--- src/rtl/chronox_top.sv ---
// 24-hour clock with alarm: debounced keys, HH:MM:SS + alarm time, 8-digit muxed display, buzzer.
// Build option: define HOURLY_CHIME_EN for a 1 s tone when MM:SS reaches 00:00 in RUN.
module chronox_top #(
    parameter int CLK_FREQ    = 50000000,
    parameter int DEBOUNCE_MS = 10,
    parameter int SCAN_US     = 1000,
    parameter int ALARM_SECS  = 30,
    parameter int BUZ_HZ      = 2000
) (
    input  logic       clk,
    input  logic       rst,
    input  logic [3:0] key_in,
    output logic [6:0] seg,
    output logic [7:0] sel,
    output logic [2:0] led,
    output logic [2:0] sel_led,
    output logic       buz
);
    localparam int DB_CYC   = int'((longint'(CLK_FREQ) * DEBOUNCE_MS) / 1000);
    localparam int SCAN_CYC = int'((longint'(CLK_FREQ) * SCAN_US) / 1000000);
    localparam int HALF_SEC = CLK_FREQ / 2;
    localparam int BUZ_HALF = CLK_FREQ / (2 * BUZ_HZ);
    localparam int DIV_W    = $clog2(CLK_FREQ);
    localparam int DB_W     = $clog2(DB_CYC + 1);
    localparam int SCAN_W   = $clog2(SCAN_CYC + 1);
    localparam int BUZ_W    = $clog2(BUZ_HALF + 1);
    localparam int RS_W     = $clog2(ALARM_SECS + 1);
    localparam int K_MODE = 0, K_INC = 1, K_NEXT = 2, K_ALARM = 3;

    typedef enum logic [1:0] {M_RUN, M_SET_TIME, M_SET_ALARM} mode_e;
    typedef enum logic [1:0] {F_H, F_M, F_S} fld_e;

    logic [3:0]            sy1_q, sy2_q, db_q, db_d, press_q;
    logic [3:0][DB_W-1:0]  dbc_q, dbc_d;
    mode_e                 mode_q, mode_d;
    fld_e                  fld_q, fld_d;
    logic [4:0]            hh_q, hh_d, ah_q, ah_d, dh;
    logic [5:0]            mm_q, mm_d, ss_q, ss_d, am_q, am_d, as_q, as_d, dm, ds, dv;
    logic                  al_en_q, al_en_d, ring_q, ring_d, tick, trig, gate, dash, blank;
    logic [DIV_W-1:0]      div_q, div_d, blink_q, blink_d, rcyc_q, rcyc_d;
    logic [RS_W-1:0]       rsec_q, rsec_d;
    logic [BUZ_W-1:0]      tcnt_q, tcnt_d;
    logic                  tone_q, tone_d, tone_act, buz_q, buz_d;
    logic [SCAN_W-1:0]     scnt_q, scnt_d;
    logic [2:0]            dig_q, dig_d;
    logic [7:0]            sel_q;
    logic [6:0]            seg_q, seg_d;

    function automatic logic [6:0] hex7(input logic [5:0] v);
        case (v)
            6'd0: hex7 = 7'h3F;  6'd1: hex7 = 7'h06;  6'd2: hex7 = 7'h5B;
            6'd3: hex7 = 7'h4F;  6'd4: hex7 = 7'h66;  6'd5: hex7 = 7'h6D;
            6'd6: hex7 = 7'h7D;  6'd7: hex7 = 7'h07;  6'd8: hex7 = 7'h7F;
            6'd9: hex7 = 7'h6F;  default: hex7 = 7'h00;
        endcase
    endfunction

    // A change is accepted only after the synchronized level differs for DB_CYC cycles in a row.
    always_comb begin
        db_d  = db_q;
        dbc_d = dbc_q;
        for (int i = 0; i < 4; i++) begin
            if (sy2_q[i] == db_q[i]) begin
                dbc_d[i] = '0;
            end else if (dbc_q[i] == DB_W'(DB_CYC - 1)) begin
                dbc_d[i] = '0;
                db_d[i]  = sy2_q[i];
            end else begin
                dbc_d[i] = dbc_q[i] + 1'b1;
            end
        end
    end

    always_comb begin
        mode_d = mode_q;  fld_d = fld_q;   al_en_d = al_en_q;
        hh_d = hh_q;  mm_d = mm_q;  ss_d = ss_q;
        ah_d = ah_q;  am_d = am_q;  as_d = as_q;
        ring_d = ring_q;  rcyc_d = rcyc_q;  rsec_d = rsec_q;
        tick = 1'b0;  trig = 1'b0;
        div_d = div_q + 1'b1;
        if (mode_q == M_SET_TIME) begin
            div_d = '0;
        end else if (div_q == DIV_W'(CLK_FREQ - 1)) begin
            div_d = '0;
            tick  = 1'b1;
        end
        if (tick) begin
            if (ss_q == 6'd59) begin
                ss_d = '0;
                if (mm_q == 6'd59) begin
                    mm_d = '0;
                    hh_d = (hh_q == 5'd23) ? 5'd0 : hh_q + 1'b1;
                end else begin
                    mm_d = mm_q + 1'b1;
                end
            end else begin
                ss_d = ss_q + 1'b1;
            end
            trig = al_en_q && hh_d == ah_q && mm_d == am_q && ss_d == as_q;
        end
        if (ring_q) begin
            if (rcyc_q == DIV_W'(CLK_FREQ - 1)) begin
                rcyc_d = '0;
                if (rsec_q == RS_W'(ALARM_SECS - 1)) ring_d = 1'b0;
                else rsec_d = rsec_q + 1'b1;
            end else begin
                rcyc_d = rcyc_q + 1'b1;
            end
        end
        // While ringing, any press only silences; otherwise presses apply in MODE>NEXT>INC>ALARM order.
        if (|press_q) begin
            if (ring_q) begin
                ring_d = 1'b0;
            end else begin
                if (press_q[K_MODE]) begin
                    fld_d = F_H;
                    case (mode_q)
                        M_RUN:      mode_d = M_SET_TIME;
                        M_SET_TIME: mode_d = M_SET_ALARM;
                        default:    mode_d = M_RUN;
                    endcase
                end
                if (press_q[K_NEXT] && mode_d != M_RUN) begin
                    case (fld_d)
                        F_H:     fld_d = F_M;
                        F_M:     fld_d = F_S;
                        default: fld_d = F_H;
                    endcase
                end
                if (press_q[K_INC] && mode_d == M_SET_TIME) begin
                    case (fld_d)
                        F_H:     hh_d = (hh_d == 5'd23) ? 5'd0 : hh_d + 1'b1;
                        F_M:     mm_d = (mm_d == 6'd59) ? 6'd0 : mm_d + 1'b1;
                        default: ss_d = (ss_d == 6'd59) ? 6'd0 : ss_d + 1'b1;
                    endcase
                end else if (press_q[K_INC] && mode_d == M_SET_ALARM) begin
                    case (fld_d)
                        F_H:     ah_d = (ah_q == 5'd23) ? 5'd0 : ah_q + 1'b1;
                        F_M:     am_d = (am_q == 6'd59) ? 6'd0 : am_q + 1'b1;
                        default: as_d = (as_q == 6'd59) ? 6'd0 : as_q + 1'b1;
                    endcase
                end
                if (press_q[K_ALARM]) al_en_d = ~al_en_q;
            end
        end
        if (mode_d == M_SET_TIME) div_d = '0;
        if (trig) begin
            ring_d = 1'b1;
            rcyc_d = '0;
            rsec_d = '0;
        end
    end

    assign gate = rcyc_q < DIV_W'(HALF_SEC);
`ifdef HOURLY_CHIME_EN
    logic             chime_q, chime_start;
    logic [DIV_W-1:0] chc_q;
    assign chime_start = tick && mode_q == M_RUN && mm_d == 6'd0 && ss_d == 6'd0;
    always_ff @(posedge clk or posedge rst) begin
        if (rst) begin
            chime_q <= 1'b0;
            chc_q   <= '0;
        end else if (chime_start) begin
            chime_q <= 1'b1;
            chc_q   <= '0;
        end else if (chime_q) begin
            if (chc_q == DIV_W'(CLK_FREQ - 1)) chime_q <= 1'b0;
            chc_q <= chc_q + 1'b1;
        end
    end
    assign tone_act = ring_q | chime_q;
    assign buz_d    = ring_q ? (gate & tone_q) : (chime_q & tone_q);
`else
    assign tone_act = ring_q;
    assign buz_d    = ring_q & gate & tone_q;
`endif

    always_comb begin
        tcnt_d = '0;
        tone_d = 1'b0;
        if (tone_act) begin
            tone_d = tone_q;
            tcnt_d = tcnt_q + 1'b1;
            if (tcnt_q == BUZ_W'(BUZ_HALF - 1)) begin
                tcnt_d = '0;
                tone_d = ~tone_q;
            end
        end
    end

    always_comb begin
        dh = (mode_q == M_SET_ALARM) ? ah_q : hh_q;
        dm = (mode_q == M_SET_ALARM) ? am_q : mm_q;
        ds = (mode_q == M_SET_ALARM) ? as_q : ss_q;
        dash = 1'b0;
        dv   = '0;
        case (dig_q)
            3'd0:    dv = {1'b0, dh} / 6'd10;
            3'd1:    dv = {1'b0, dh} % 6'd10;
            3'd3:    dv = dm / 6'd10;
            3'd4:    dv = dm % 6'd10;
            3'd6:    dv = ds / 6'd10;
            3'd7:    dv = ds % 6'd10;
            default: dash = 1'b1;
        endcase
        blank = mode_q != M_RUN && blink_q >= DIV_W'(HALF_SEC / 2) &&
                ((fld_q == F_H && dig_q <= 3'd1) || (fld_q == F_M && (dig_q == 3'd3 || dig_q == 3'd4)) ||
                 (fld_q == F_S && dig_q >= 3'd6));
        if (blank)     seg_d = 7'h00;
        else if (dash) seg_d = (dig_q == 3'd5 && mode_q == M_RUN && al_en_q) ? 7'b1000001 : 7'b1000000;
        else           seg_d = hex7(dv);
        scnt_d  = scnt_q + 1'b1;
        dig_d   = dig_q;
        if (scnt_q == SCAN_W'(SCAN_CYC - 1)) begin
            scnt_d = '0;
            dig_d  = dig_q + 1'b1;
        end
        blink_d = (blink_q == DIV_W'(HALF_SEC - 1)) ? '0 : blink_q + 1'b1;
    end

    always_ff @(posedge clk or posedge rst) begin
        if (rst) begin
            sy1_q <= 4'hF;  sy2_q <= 4'hF;  db_q <= 4'hF;  press_q <= '0;  dbc_q <= '0;
            mode_q <= M_RUN;  fld_q <= F_H;  al_en_q <= 1'b0;
            hh_q <= '0;  mm_q <= '0;  ss_q <= '0;
            ah_q <= 5'd7;  am_q <= '0;  as_q <= '0;
            div_q <= '0;  blink_q <= '0;  rcyc_q <= '0;  rsec_q <= '0;  ring_q <= 1'b0;
            tcnt_q <= '0;  tone_q <= 1'b0;  buz_q <= 1'b0;
            scnt_q <= '0;  dig_q <= '0;  sel_q <= 8'hFF;  seg_q <= '0;
        end else begin
            sy1_q <= key_in;  sy2_q <= sy1_q;  db_q <= db_d;  dbc_q <= dbc_d;
            press_q <= db_q & ~db_d;
            mode_q <= mode_d;  fld_q <= fld_d;  al_en_q <= al_en_d;
            hh_q <= hh_d;  mm_q <= mm_d;  ss_q <= ss_d;
            ah_q <= ah_d;  am_q <= am_d;  as_q <= as_d;
            div_q <= div_d;  blink_q <= blink_d;  rcyc_q <= rcyc_d;  rsec_q <= rsec_d;  ring_q <= ring_d;
            tcnt_q <= tcnt_d;  tone_q <= tone_d;  buz_q <= buz_d;
            scnt_q <= scnt_d;  dig_q <= dig_d;  sel_q <= ~(8'h80 >> dig_q);  seg_q <= seg_d;
        end
    end

    assign seg     = seg_q;
    assign sel     = sel_q;
    assign buz     = buz_q;
    assign led     = (mode_q == M_SET_TIME) ? 3'b010 : (mode_q == M_SET_ALARM) ? 3'b100 : 3'b001;
    assign sel_led = (mode_q == M_RUN) ? 3'b000 : (fld_q == F_H) ? 3'b100 : (fld_q == F_M) ? 3'b010 : 3'b001;
endmodule

--- config.mk ---
export PLATFORM = sky130hd
export DESIGN_NAME = chronox_top
export DESIGN_NICKNAME = d
export VERILOG_FILES = /design/src/rtl/chronox_top.sv
export SDC_FILE = /design/constraint.sdc
export NUM_CORES = 1
export LEC_CHECK = 0
export ABC_AREA = 1
export CAP_MARGIN = 10
export CORE_ASPECT_RATIO = 0.8
export CORE_UTILIZATION = 60
export DETAILED_ROUTE_END_ITERATION = 8
export PLACE_DENSITY = 0.77
export SLEW_MARGIN = 0
export SYNTH_ARGS = -nofsm -noshare
export SYNTH_HDL_FRONTEND = slang
export SYNTH_SLANG_ARGS = --single-unit
--- constraint.sdc ---
create_clock -name clk -period 26.4 [get_ports clk]
set_input_delay 5.28 -clock clk [delete_from_list [all_inputs] [get_ports clk]]
set_output_delay 5.28 -clock clk [all_outputs]
set_load 0.01 [all_outputs]
==> flow_summary.yaml <==
run_status:
  outcome: "finished, final reports clean"
route:
  route.antenna.remaining_nets: 0
  via_count: 13500
  drc: 0
  routed_wire_length_per_instance_um: 13.6
  detail_route.first_pass.iterations: 6
  dr.first_iter.drc_count: 976
  post_drt_via_cell_ratio: 5.50
  detail_route.wirelength_mm: 33.3
place:
  routabilityCongestion: 0.958
  place.detailed.instances: 2397
  post-place-ws_ns: 18.19
  placement.io_buffers: 27
  dpl.hpwl_mm: 24.3
power_and_ir_drop:
  proportion_of_power_drawn_by_flip_flops_and_latches: 0.485
  p_per_area_nw_per_um2: 49.5
  power.net_switching_mw: 0.181
  power_frac_clock: 0.498
  worst_ir_drop_vdd_mv: 0.0684
  p_sw_frac: 0.214
  combinational_fraction_of_design_power: 0.017
  power_report.internal_total_mw: 0.665
  p_leak_nw: 7.81
yosys:
  leading_register_cell_type_out_of_synthesis: "sky130_fd_sc_hd__dfrtp_1"
  synthesized_netlist_cell_count: 2058
  synth_largest_area_cell: "sky130_fd_sc_hd__dfrtp_1"
  yosys.cell_types.count: 54
  synth.net_count: 2104
  synth-edff-count: 0
  synth.ff_latch_count: 265
  postSynthAreaPerCell_um2: 7.52
  syn-cell-area_um2: 15500
  synth_most_common_cell: "sky130_fd_sc_hd__nand2_1"
  synthTopCellsByCount: "sky130_fd_sc_hd__nand2_1, sky130_fd_sc_hd__inv_1, sky130_fd_sc_hd__nor2_1"
  synth_seq_area_share: 0.430
  synthesis.yosys.warnings: 0
  synthTopCellsByArea: "sky130_fd_sc_hd__dfrtp_1, sky130_fd_sc_hd__nand2_1, sky130_fd_sc_hd__inv_1, sky130_fd_sc_hd__nor2_1, sky130_fd_sc_hd__dfstp_2"
  asyncSetResetFlopFracSynth: 1.00
  synth_top_area_frac: 0.391
layout:
  insertedDiodeCount: 0
  num-fill-cells: 2092
  fin_nets: 2148
  finish.utilization: 0.675
  multiInputGateArea_um2: 7330
  layoutNonFillerInstCount: 2447
  register_area_um2: 6660
  area_growth_pct: 10.4
  layout-drive-gt1-share: 0.0707
clock_tree:
  cts_post_setup_buffers_inserted: 0
  clkLatencyLatePin_ns: 0.55
  clockBufferDepth: 3
  clock_tree_from_tritoncts: "done"
  numCtsBuffers: 27
  tritoncts_num_sinks: 265
  cts.hold.buffers_added: 0
  clkSlewWorstSetupHoldPaths_ns: 0.06
  cts.htree.levels: 1
  cts_root_buffer: "sky130_fd_sc_hd__clkbuf_16"
  cts_repair_resize_count: 0
grt:
  global_route.usage.total: 0.256
  grt_overflow: 0
  antenna_found_initial: 0
  grt_max_degree: 144
  grt_pass1_wl_mm: 56.9
  grt_pass1_vias: 12400
timing:
  timing.max_slew.rel_slack: 0.218
  timing.final.crit_share: 0.283
  finalHoldViolCount: 0
  fmaxAchievable_mhz: 134
  setup_slack_ns: 18.93
  fin_setup_tns_ns: 0
  rsz0062_at_grt: "no"
  timing_worst_slew_pin_value_ns: 1.16
  final.setup_skew_ns: 0.0111
  fin_worst_hold_slack_ns: 0.354
  slew_viol_final: 0
  setup_viol_count_final: 0
  final.min_clock_period_ns: 7.47
min_path:
  hold_path.class: "reg -> reg"
  hold_depth: 0
setup_path:
  crit_start_category: "input port"
  critical-path-slowest-cell: "sky130_fd_sc_hd__buf_4"
  worst-r2r-cell-count: 26
  cp_common_cell: "sky130_fd_sc_hd__buf_4"
  crit_path_kind: "in -> async"
  worst_setup_path_end_kind: "async pin"
  cp_data_required_time_ns: 26.97
  max_fo_critical_path: 143
  worst_path_largest_cell_delay_ns: 0.78
  timing.reg2reg.setup_slack_ns: 22.18
  worstPathArrival_ns: 8.05
  cp_cell_sequence: "clkdlybuf4s50_1, inv_8, buf_4, buf_4"
floorplan:
  die_width_um: 182
  die_area_um2: 26400
  core_area_um2: 25300
  floorplan.rows: 52
  num_io_pins: 28
  die_height_um: 146
  initial_utilization: 0.612
job:
  max_cap_violations: 0
## routing by layer
| layer | track usage | part of all wire |
|---|---|---|
| met4 | 0.0504 | 0.017 |
| met3 | 0.0323 | 0.056 |
| met5 | 0 | 0 |
| met1 | 0.367 | 0.47 |
| met2 | 0.420 | 0.46 |
## path summary, 6_finish.rpt
path                       startpoint          to
max                               rst      seg[2]
min                          sy1_q[0]    sy2_q[0]
max reg2reg                 mode_q[0]      seg[6]
min reg2reg                  sy1_q[0]    sy2_q[0]
max in group clk            mode_q[0]  sel_led[1]
min in group asynchronous         rst   dbc_q[73]
## critical path, delay by kind of cell
kind                   cells  cell delay [ns]
buffers and inverters      4             2.65
## sequential cells by signal, summed over array words and instances (netlist names), 6 cells and up
signal,count
am_q,6
as_q,6
blink_q,26
dbc_q,76
div_q,26
mm_q,6
rcyc_q,26
scnt_q,16
seg,7
sel,8
ss_q,6
tcnt_q,14
## power groups by stage
stage | clock network (mW) | registers, mW | logic, mW
global placement | 0 | 0.418 | 0.0144
floorplan | 0 | 0.417 | 0.0102
global route | 0.448 | 0.410 | 0.0169
detailed placement | 0 | 0.418 | 0.0148
finish | 0.421 | 0.410 | 0.0140
CTS | 0.429 | 0.410 | 0.0148
## cells by family (layout without fill, tap and decap cells)
group | after synthesis | in the layout | share of synthesized area
DFF | 265 | 265 | 0.430
xor gates and xnor gates | 64 | 64 | 0.0362
buffers and inverters | 388 | 453 | 0.0958
and+or+nand+nor | 1032 | 1032 | 0.308
adders and majority gates | 40 | 40 | 0.0323
AOI/OAI and AO/OA | 268 | 268 | 0.0971
muxes | 1 | 1 | 0.000728
## area by class of cell
cell class / instances / area share
tap: 324 / 0.0237
clock buffer: 29 / 0.0411
inverter: 374 / 0.0827
sequential: 265 / 0.390
clock inverter: 21 / 0.0168
multi-input combinational: 1405 / 0.429
timing repair buffer: 29 / 0.0167
## placed cells by master (no fill, tap or decap), drive strengths merged, types with 2 or more instances in the layout
cell and instances:
clkbuf 29, nor3 102, o22ai 3, o211ai 9, and3 3, clkinv 12, nand2 391, nand3 114
a31oi 15, clkinvlp 4, xnor2 13, buf 2, a21oi 93, o21ai 118, bufinv 6, xor2 51
nor2 290, nor4 50, a211oi 5, nor3b 13, and2 2, dfrtp 242, or2 2, a221oi 10
nand3b 13, ha 40, clkdlybuf4s50 27, dfstp 23, inv 373, nand4 52, o21a 7, o2111ai 2
## metrics by stage
step	cell area, um2	power [mW]
floorplan	15500	0.428
global route	17100	0.875
detailed placement	16100	0.432
global placement	16100	0.432
finish	17100	0.846
CTS	17100	0.854
No activity file was read; power rests on OpenSTA's default activity.
